--- config.mk ---
export PLATFORM = sky130hd
export DESIGN_NAME = vram_fill_ctrl
export DESIGN_NICKNAME = d
export VERILOG_FILES = /design/src/rtl/vram_fill_ctrl.sv
export SDC_FILE = /design/constraint.sdc
export NUM_CORES = 1
export LEC_CHECK = 0
export CAP_MARGIN = 10
export CORE_ASPECT_RATIO = 0.5
export CORE_MARGIN = 4
export CORE_UTILIZATION = 27
export CTS_CLUSTER_SIZE = 28
export DETAILED_ROUTE_END_ITERATION = 12
export SLEW_MARGIN = 0
export SYNTH_ARGS = -nofsm -noshare
export SYNTH_HDL_FRONTEND = slang
export SYNTH_SLANG_ARGS = --single-unit
--- constraint.sdc ---
create_clock -name clock -period 4.1 [get_ports clock]
set_clock_uncertainty 0.15 [all_clocks]
set_input_delay 0.41 -clock clock [delete_from_list [all_inputs] [get_ports clock]]
set_output_delay 0.41 -clock clock [all_outputs]
set_load 0.1 [all_outputs]
--- src/rtl/vram_fill_ctrl.sv ---
// Write-port arbiter for the hi-res video memory: CPU nibble writes always win,
// and a rectangle-fill engine uses every cycle the CPU leaves free.
module vram_fill_ctrl #(
    parameter int AW    = 18,
    parameter int DW    = 4,
    parameter int PITCH = 640,
    parameter int WW    = 10,
    parameter int HW    = 9
) (
    input  logic          clock,
    input  logic          reset,
    input  logic          cpu_we,
    input  logic [AW-1:0] cpu_addr,
    input  logic [DW-1:0] cpu_data,
    input  logic          fill_start,
    input  logic [AW-1:0] fill_base,
    input  logic [WW-1:0] fill_w,
    input  logic [HW-1:0] fill_h,
    input  logic [DW-1:0] fill_color,
    input  logic          fill_abort,
    output logic          busy,
    output logic          done,
    output logic          mem_we,
    output logic [AW-1:0] mem_addr,
    output logic [DW-1:0] mem_data
);

    typedef enum logic [1:0] {IDLE, FILL, DONE} state_t;

    localparam logic [AW-1:0] PITCH_A = AW'(PITCH);

    state_t        state;
    logic [WW-1:0] w_q;
    logic [HW-1:0] h_q;
    logic [DW-1:0] color_q;
    logic [AW-1:0] row_addr;
    logic [AW-1:0] cur;
    logic [WW-1:0] col;
    logic [HW-1:0] row;

    always_ff @(posedge clock) begin
        if (reset) begin
            state    <= IDLE;
            busy     <= 1'b0;
            done     <= 1'b0;
            mem_we   <= 1'b0;
            mem_addr <= '0;
            mem_data <= '0;
            w_q      <= '0;
            h_q      <= '0;
            color_q  <= '0;
            row_addr <= '0;
            cur      <= '0;
            col      <= '0;
            row      <= '0;
        end else begin
            mem_we <= 1'b0;
            done   <= 1'b0;

            // CPU write takes the port in every state; fill only sees leftover cycles.
            if (cpu_we) begin
                mem_we   <= 1'b1;
                mem_addr <= cpu_addr;
                mem_data <= cpu_data;
            end

            case (state)
                IDLE: begin
                    if (fill_start && !fill_abort) begin
                        w_q      <= fill_w;
                        h_q      <= fill_h;
                        color_q  <= fill_color;
                        row_addr <= fill_base;
                        cur      <= fill_base;
                        col      <= '0;
                        row      <= '0;
                        if (fill_w == '0 || fill_h == '0) begin
                            state <= DONE;
                        end else begin
                            state <= FILL;
                            busy  <= 1'b1;
                        end
                    end
                end

                FILL: begin
                    if (fill_abort) begin
                        state <= IDLE;
                        busy  <= 1'b0;
                    end else if (!cpu_we) begin
                        mem_we   <= 1'b1;
                        mem_addr <= cur;
                        mem_data <= color_q;
                        if (col == w_q - WW'(1)) begin
                            if (row == h_q - HW'(1)) begin
                                state <= DONE;
                                busy  <= 1'b0;
                            end
                            col      <= '0;
                            row      <= row + HW'(1);
                            row_addr <= row_addr + PITCH_A;
                            cur      <= row_addr + PITCH_A;
                        end else begin
                            col <= col + WW'(1);
                            cur <= cur + AW'(1);
                        end
                    end
                end

                DONE: begin
                    done  <= 1'b1;
                    state <= IDLE;
                end

                default: state <= IDLE;
            endcase
        end
    end

endmodule

==> flow_summary_export.csv, run 1 <==
group,metric,value,unit
status,run_status,"completed",
worst_setup_path,ff2ff_path_depth,9,
sta,period_share,0.721,
clock_tree,clk_path_buf_depth,2,
sta,tns,0,ps
place,placed_area,6820,µm²
sta,holdWs,306,ps
floorplan,start_util,0.275,
run,cap_violations,0,
detailed_routing,drt_iter0_drc,531,
synth,yosysUniqueCellTypes,65,
synth,synth.area.top_cells,"dfxtp_1 37%, a21oi_1 9.1%, nand2_1 8.5%, nor2_1 5.2%, o21ai_0 4.6%",
grt,grt_overflow_total,0,
sta,finalCriticalPeriod,2950,ps
grt,antenna_found_initial,0,
clock_tree,cts.repair.resized,0,
floorplan,die_area,23400,µm²
synth,syn-cell-area,5640,µm²
floorplan,num_rows,37,
sta,maxSlewHeadroom,0.331,
sta,max_freq,338,MHz
synth,synth-edff-count,0,
grt,grt_max_degree,48,
synth,yosysWarnings,0,
finish,stdcell_count,1102,
floorplan,die_height,110,µm
worst_setup_path,worstPathArrival,3080,ps
synth,synth_seq_cells,105,
detailed_routing,first_pass_iters,5,
synth,ys.flop_type,"dfxtp_1",
clock_tree,cts_hold_buf,0,
place,place_congestion,0.807,
worst_setup_path,startpoint_type,"flip-flop",
worst_setup_path,crit_path_end_kind,"flip-flop",
worst_setup_path,r2r_end,"col[3]",
min_path,worstHoldPathType,"flip-flop to flip-flop",
clock_tree,root_buffer,"clkbuf_16",
floorplan,die_w,212,µm
sta,worstMarginPinSlew,1000,ps
worst_setup_path,required,4230,ps
clock_tree,clk_latency,350,ps
synth,yosysTopAreaCell,"dfxtp_1",
pwr,power.density,355,nW/µm²
clock_tree,cts.sinks,105,
sta,slew_viol_final,0,
pwr,p_total,2.53,mW
synth,synth_nets,830,
worst_setup_path,cp_max_fo,6,
finish,final_net_count,898,
detailed_routing,drtAntennaViolNets,0,
synth,syn-mean-instance-area,7.46,µm²
detailed_routing,routed_via_density,5.10,
finish,layout-drive-gt1-share,0.0555,
finish,antenna_cells,0,
synth,synth_cells,756,
clock_tree,cts_buffers,9,
worst_setup_path,worstSetupStartpoint,"w_q[0]",
worst_setup_path,worstSetupPathType,"flip-flop to flip-flop",
clock_tree,postCtsSetupBuffers,0,
finish,layout_commonest_cell,"nand2_1",
pwr,ir_drop,0.220,mV
pwr,p_leak,2.42,nW
detailed_routing,drc,0,
synth,synth_top_area_share,0.373,
clock_tree,cts_tree,"yes",
clock_tree,htree_levels,3,
place,placed_cells,1086,
detailed_routing,wl_per_cell,15.3,µm
floorplan,num_io_pins,93,
detailed_routing,drt_wl_total,16800,µm
finish,final_cell_mix,"127 x nand2_1, 105 x dfxtp_1, 103 x a21oi_1, 91 x clkdlybuf4s50_1, 77 x nor2_1",
worst_setup_path,crit_end,"col[3]",
sta,setup_viol,0,
grt,grt_pass1_wl,26900,µm
floorplan,core-area,20500,µm²
grt,grt_pass1_vias,5172,
place,port_buffers,92,
finish,synthToLayoutAreaGrowth,26.5,%
sta,hold_viol,0,
synth,async_reset_ff_frac,0,
place,hpwl,12300,µm
clock_tree,clk_pin_slew_worst_paths,80,ps
grt,track_usage,0.141,
worst_setup_path,timing.rr.start,"w_q[0]",
sta,rsz0062_at_grt,"no",
worst_setup_path,r2r_setup_slack,1150,ps
synth,yosysSeqAreaShare,0.373,
finish,final_area,7130,µm²
detailed_routing,num_vias,5622,
==> power breakdown <==
part,leakage (nW),internal (mW),switching [mW]
Sequential,0.857,1.07,0.0516
Clock,0.144,0.510,0.409
Combinational,1.42,0.189,0.305
==> cell usage after synthesis, types with 2 or more instances <==
cell	instances
a211o_1	2
a211oi_1	3
a21oi_1	103
a22oi_1	9
a311oi_1	2
a31oi_1	7
and3_1	11
and4_1	2
buf_1	5
buf_2	5
clkbuf_1	40
dfxtp_1	105
ha_1	6
inv_1	11
mux2i_1	4
nand2_1	127
nand2b_1	6
nand3_1	24
nand3b_1	2
nand4_1	19
nor2_1	78
nor2b_1	5
nor3_1	16
nor3b_1	3
nor4_1	7
o2111ai_1	3
o21ai_0	52
o21bai_1	3
o22ai_1	5
o31ai_1	5
o41ai_1	2
or2_2	2
or3_1	6
or4_1	5
xnor2_1	26
xor2_1	16
==> per-stage QoR <==
| stage | setup slack (ps) | utilization |
|---|---|---|
| after CTS | 1140 | 0.348 |
| after global routing | 854 | 0.348 |
| final | 1150 | 0.348 |
| after floorplan | 1550 | - |
| after detailed placement | 1190 | 0.332 |
| after global placement | 1280 | 0.332 |
==> area by class of cell <==
| type | count | area, µm² |
|---|---|---|
| repair buffers | 107 | 1030 |
| flip-flops and latches | 105 | 2100 |
| clock buffers | 11 | 253 |
| well taps | 273 | 342 |
| inverters | 11 | 41.3 |
| clock inverters | 5 | 61.3 |
| fillers | 2170 | 13400 |
| multi-input cells | 590 | 3300 |
==> sequential cells by signal, summed over array words and instances, names as in the netlist <==
register,flops
cur,18
mem_addr,18
row_addr,18
col,10
w_q,10
h_q,9
row,9
color_q,4
mem_data,4
state,2
busy,1
done,1
mem_we,1
==> how the worst min path moves through the flow <==
stage                            from           to  depth (start not counted)
after floorplan           row_addr[2]  row_addr[2]                          2
after global placement    row_addr[3]  row_addr[3]                          2
after detailed placement  row_addr[1]  row_addr[1]                          2
after CTS                 row_addr[1]  row_addr[1]                          2
after global routing      row_addr[2]  row_addr[2]                          2
final                      color_q[1]   color_q[1]                          2
==> worst max-delay path, cell delays in order (launching register included) <==
cell,delay (ps)
dfxtp_1,360
inv_1,80
ha_1,240
nor2b_1,240
a221o_1,180
o311ai_1,160
o2111ai_1,560
nand2_1,250
or4_1,530
a21oi_1,140
==> routing by layer <==
layer  track usage  share of wire
met1         0.193           0.48
met5             0              0
met3        0.0252          0.040
met2         0.237           0.47
met4        0.0294         0.0097
==> cells by family after synthesis <==
| family | synth area share |
|---|---|
| AND/OR/NAND/NOR | 0.265 |
| AO/OA/AOI/OAI | 0.233 |
| flip-flops | 0.373 |
| buffers and inverters | 0.0417 |
| XOR/XNOR | 0.0653 |
| adder cells (fa/ha/maj) | 0.0133 |
| multiplexers | 0.00910 |
(Power assumes the default switching activity.)
==> run 2, diff against run 1 <==
- clock period: 4.1 -> 2.6 ns (I/O delays scaled with it)
==> run 2 against run 1 <==
  * Cell area up 4.4%
  * Combinational power grew 72%
  * Highest routed layer unchanged
  * Total power up 53%
  * Non-clock buffer count rose by 40
  * Via count up 2.2%
  * Flip-flop and latch count stayed put
  * Worst setup slack worse by 1100 ps
  * Critical path depth is 2 lower
  * Fmax up 17%
==> flow_summary_export.csv, run 2 (synthesized netlist as in run 1, its figures left out) <==
group,metric,value,unit
pwr,internal-power,2.67,mW
pwr,seqPwrFrac,0.452,
finish,final_cell_mix,"126 x nand2_1, 100 x dfxtp_1, 99 x a21oi_1, 75 x nor2_1, 75 x buf_4",
detailed_routing,drc,0,
pwr,p_total,3.88,mW
sta,period_share,0.972,
pwr,sw_frac_of_total,0.312,
place,hpwl,13100,µm
min_path,worstHoldPathType,"flip-flop to flip-flop",
pwr,p_clk_frac,0.328,
pwr,ir_drop,0.403,mV
status,run_status,"completed",
floorplan,die_area,23400,µm²
detailed_routing,routed_via_density,5.04,
place,place_congestion,0.830,
worst_setup_path,ff2ff_path_depth,7,
sta,rsz0062_at_grt,"yes",
finish,final_net_count,938,
finish,synthToLayoutAreaGrowth,32.1,%
worst_setup_path,r2r_end,"row[6]",
sta,setup_viol,0,
finish,layout-drive-gt1-share,0.153,
sta,tns,0,ps
pwr,p_leak,2.68,nW
clock_tree,clk_latency,340,ps
clock_tree,cts_hold_buf,0,
floorplan,start_util,0.275,
detailed_routing,num_vias,5746,
clock_tree,clk_pin_slew_worst_paths,70,ps
worst_setup_path,startpoint_type,"flip-flop",
run,cap_violations,0,
detailed_routing,first_pass_iters,4,
clock_tree,cts_tree,"yes",
grt,antenna_found_initial,0,
grt,grt_overflow_total,0,
grt,grt_max_degree,48,
floorplan,num_io_pins,93,
worst_setup_path,timing.rr.start,"w_q[2]",
clock_tree,clk_path_buf_depth,2,
worst_setup_path,worstSetupPathType,"flip-flop to flip-flop",
worst_setup_path,crit_path_end_kind,"flip-flop",
detailed_routing,drt_iter0_drc,353,
worst_setup_path,required,2730,ps
sta,maxSlewHeadroom,0.504,
grt,grt_pass1_vias,5443,
worst_setup_path,worstPathArrival,2660,ps
floorplan,die_w,212,µm
finish,antenna_cells,0,
pwr,power.density,521,nW/µm²
place,port_buffers,92,
grt,track_usage,0.145,
pwr,pwr-share-comb,0.219,
pwr,power_switching,1.21,mW
sta,slew_viol_final,0,
floorplan,die_height,110,µm
worst_setup_path,r2r_setup_slack,70,ps
sta,max_freq,396,MHz
clock_tree,cts_buffers,9,
finish,top_regs,"cur: 18 flops, mem_addr: 18 flops, row_addr: 18 flops",
sta,hold_viol,0,
worst_setup_path,cp_max_fo,7,
clock_tree,root_buffer,"clkbuf_16",
clock_tree,htree_levels,3,
sta,worstMarginPinSlew,745,ps
sta,finalCriticalPeriod,2530,ps
detailed_routing,drtAntennaViolNets,0,
detailed_routing,drt_wl_total,17300,µm
worst_setup_path,worstSetupStartpoint,"w_q[2]",
clock_tree,cts.sinks,105,
finish,layout_commonest_cell,"nand2_1",
grt,grt_pass1_wl,27800,µm
floorplan,num_rows,37,
worst_setup_path,crit_end,"row[6]",
floorplan,core-area,20500,µm²
detailed_routing,wl_per_cell,15.1,µm
==> run 2: cell types whose count changed in the layout (fill, tap and decap cells not counted), moves of 4 or more <==
| cell | before | now |
|---|---|---|
| a21oi_1 | 103 | 99 |
| a21oi_2 | 0 | 4 |
| dfxtp_1 | 105 | 100 |
| o21ai_0 | 52 | 47 |
| buf_6 | 0 | 4 |
| o21ai_1 | 0 | 4 |
| buf_4 | 15 | 75 |
| clkdlybuf4s50_1 | 91 | 66 |
| dfxtp_2 | 0 | 4 |
==> run 2: through the flow <==
stage | cell area (µm²) | std cells | setup WS (ps) | util | hold WS, ps
final | 7440 | 1141 | 72.4 | 0.363 | 304
after global routing | 7440 | 1141 | -40.8 | 0.363 | 313
after CTS | 7340 | 1141 | 2.26 | 0.358 | 301
after detailed placement | 7060 | 1125 | -3.10 | 0.344 | 296
after global placement | 7060 | 1125 | 62.1 | 0.344 | 294
after floorplan | 5640 | 756 | 50.7 | - | 246
==> run 2: worst min-delay path by stage <==
stage,start,to,slack (ps),cells past startpoint
6_report,row_addr[4],row_addr[4],300,2
5_1_grt,fill_color[1],color_q[1],310,3
4_1_cts,fill_color[2],color_q[2],300,3
3_5_place_dp,row_addr[4],row_addr[4],300,2
3_3_place_gp,row_addr[4],row_addr[4],290,2
2_1_floorplan,fill_base[1],row_addr[1],250,2
==> run 2: area by class of cell <==
cell class / count / area (µm²)
fillers: 2172 / 13100
flip-flops and latches: 105 / 2110
inverters: 11 / 41.3
clock buffers: 9 / 225
clock inverters: 6 / 42.5
multi-input cells: 590 / 3390
well taps: 273 / 342
repair buffers: 147 / 1290
==> run 2: power groups by stage <==
stage / combinational, mW / sequential, mW / clock, mW
detailed placement: 0.837 / 1.79 / 0
global route: 0.924 / 1.77 / 1.38
global placement: 0.826 / 1.79 / 0
floorplan: 0.378 / 1.93 / 0
CTS: 0.841 / 1.75 / 1.32
finish: 0.850 / 1.76 / 1.27
==> run 2: critical path, cell delays in order (launching register included) <==
cell       delay, ps
dfxtp_4          360
nor3_4           320
nand4_2          180
a2111oi_4        410
o2111a_4         300
o21ai_4           80
or4_1            530
a21oi_2          130
==> run 2: what timing repair did <==
item / 4_1_cts / 5_1_grt
gates resized for setup: 3 / 32
setup buffers: 1 / 0
pin swaps: 0 / 20
endpoints found under the setup margin: 6 / 38
==> run 2: layer usage <==
| metal | track usage | part of all wire | vias to the layer above |
|---|---|---|---|
| li1 | - | - | 2889 |
| met4 | 0.0367 | 0.013 | 0 |
| met5 | 0 | 0 | - |
| met3 | 0.0218 | 0.029 | 18 |
| met2 | 0.244 | 0.48 | 91 |
| met1 | 0.198 | 0.48 | 2748 |
==> run 3, diff against run 2 <==
- SETUP_SLACK_MARGIN: not set -> 0.2
==> run 3 against run 2 <==
  * Combinational power about the same
  * Non-clock buffer count decreased by 10
  * Sequential share of layout area increased by 0.20 points
  * Critical path depth increased by 2
  * Hold slack got worse by 22 ps
  * Total power increased by 4.9%
  * Largest cell class unchanged
==> flow_summary_export.csv, run 3 (synthesized netlist as in run 1, its figures left out) <==
group,metric,value,unit
finish,multi_input_area,3400,µm²
worst_setup_path,worstSetupPathType,"flip-flop to flip-flop",
worst_setup_path,critPathBufInv,2,
sta,period_share,0.950,
grt,grt_pass1_vias,5423,
grt,grt_overflow_total,0,
worst_setup_path,ff2ff_path_depth,9,
finish,antenna_cells,0,
finish,final_net_count,928,
finish,final_cell_mix,"126 x nand2_1, 102 x a21oi_1, 94 x dfxtp_1, 76 x nor2_1, 67 x buf_4",
pwr,p_leak,2.65,nW
sta,rsz0062_at_grt,"yes",
detailed_routing,drc,0,
detailed_routing,drt_wl_total,17300,µm
finish,layout-drive-gt1-share,0.145,
sta,slew_viol_final,0,
sta,hold_viol,0,
grt,grt_max_degree,74,
sta,maxSlewHeadroom,0.569,
worst_setup_path,required,2680,ps
status,run_status,"completed",
floorplan,start_util,0.275,
finish,layout_commonest_cell,"nand2_1",
grt,grt_pass1_wl,27700,µm
sta,tns,0,ps
worst_setup_path,worst-path-stages,9,
pwr,ir_drop,0.296,mV
run,cap_violations,0,
detailed_routing,wl_per_cell,15.3,µm
min_path,whs_path_depth,3,
pwr,power.density,547,nW/µm²
clock_tree,cts_hold_buf,0,
clock_tree,cts_tree,"yes",
worst_setup_path,r2r_setup_slack,130,ps
clock_tree,cts_buffers,9,
detailed_routing,routed_via_density,5.06,
sta,holdWs,281,ps
sta,finalCriticalPeriod,2470,ps
worst_setup_path,cp_top_family,"compound AO/OA/AOI/OAI gates",
floorplan,core-area,20500,µm²
clock_tree,cts.sinks,105,
place,place_congestion,0.833,
finish,synthToLayoutAreaGrowth,31.9,%
grt,antenna_found_initial,0,
clock_tree,clk_path_buf_depth,2,
worst_setup_path,worstPathArrival,2550,ps
detailed_routing,drt_iter0_drc,477,
worst_setup_path,crit_slowest_cell,"or4_1",
min_path,worstHoldPathType,"primary input to flip-flop",
worst_setup_path,crit_path_end_kind,"flip-flop",
sta,setup_viol,0,
place,hpwl,12700,µm
clock_tree,clk_latency,360,ps
detailed_routing,first_pass_iters,7,
grt,track_usage,0.146,
clock_tree,root_buffer,"clkbuf_16",
sta,worstMarginPinSlew,645,ps
worst_setup_path,slowest_delay,460,ps
detailed_routing,drtAntennaViolNets,0,
worst_setup_path,crit_chain,"nor3_4 > buf_4 > a31o_2 > a2111oi_4 > o2111ai_1 > buf_4 > or4_1 > nand3_1 > a21oi_1",
finish,seq_area,2120,µm²
floorplan,die_area,23400,µm²
sta,max_freq,405,MHz
floorplan,die_w,212,µm
floorplan,die_height,110,µm
finish,top_regs,"cur: 18 flops, mem_addr: 18 flops, row_addr: 18 flops",
clock_tree,clk_pin_slew_worst_paths,70,ps
clock_tree,htree_levels,3,
worst_setup_path,startpoint_type,"flip-flop",
floorplan,num_io_pins,93,
place,port_buffers,92,
finish,nFillCells,2117,
worst_setup_path,cp_max_fo,6,
floorplan,num_rows,37,
worst_setup_path,worst_path_most_repeated_cell,"buf_4",
detailed_routing,num_vias,5728,
-- run 3: cell count changes in the layout (fill, tap and decap cells not counted), moves of 3 or more --
cell and change:
dfxtp_1 -6, buf_4 -8, o21ai_1 -3, dfxtp_2 +4
a21oi_1 +3, buf_6 -3, o21ai_0 +4, a21oi_2 -3
-- run 3: final timing paths --
check / startpoint / endpoint
worst max-delay path: w_q[3] / busy
worst min-delay path: reset / row_addr[11]
worst max register to register: w_q[3] / busy
worst min register to register: row_addr[6] / row_addr[6]
-- run 3: final cells by class --
class | count | area share
repair buffers | 137 | 0.164
flip-flops and latches | 105 | 0.285
inverters | 11 | 0.00555
well taps | 273 | 0.0459
multi-input cells | 590 | 0.457
clock buffers | 10 | 0.0308
clock inverters | 5 | 0.0109
-- run 3: power by group --
group	total [mW]	internal, mW	switching (mW)	leakage [nW]
clock network	1.46	0.840	0.622	0.149
logic	0.850	0.336	0.514	1.64
registers	1.76	1.68	0.0735	0.863
-- run 3: worst reg2reg max path, cell delays in order, from the launching register on --
cell       delay [ps]
dfxtp_4           390
nor3_4             60
buf_4             140
a31o_2            210
a2111oi_4         400
o2111ai_1         170
buf_4             200
or4_1             460
nand3_1           100
a21oi_1            70
-- run 3: through the flow --
stage               power (mW)  area [µm²]  utilization  std cells  worst slack, ps
global placement          2.61        6990        0.341       1110              105
floorplan                 2.32        5670            -        756              200
global route              4.25        7440        0.363       1131             37.1
detailed placement        2.62        6990        0.341       1110             63.9
finish                    4.07        7440        0.363       1131              131
CTS                       4.09        7400        0.361       1130              146
-- run 3: per-layer routing --
layer  up-vias  part of all wire  global-route usage
met1      2739              0.48               0.199
met3        17             0.034              0.0257
met4         0             0.011              0.0354
met2       110              0.48               0.243
met5         -                 0                   0
li1       2862                 -                   -
-- run 3: timing repair --
action | 4_1_cts | 5_1_grt
gates resized for setup | 21 | 9
hold endpoints to repair | 0 | 0
pin swaps | 6 | 3
setup endpoints to repair | 29 | 44
buffers inserted | 5 | 1
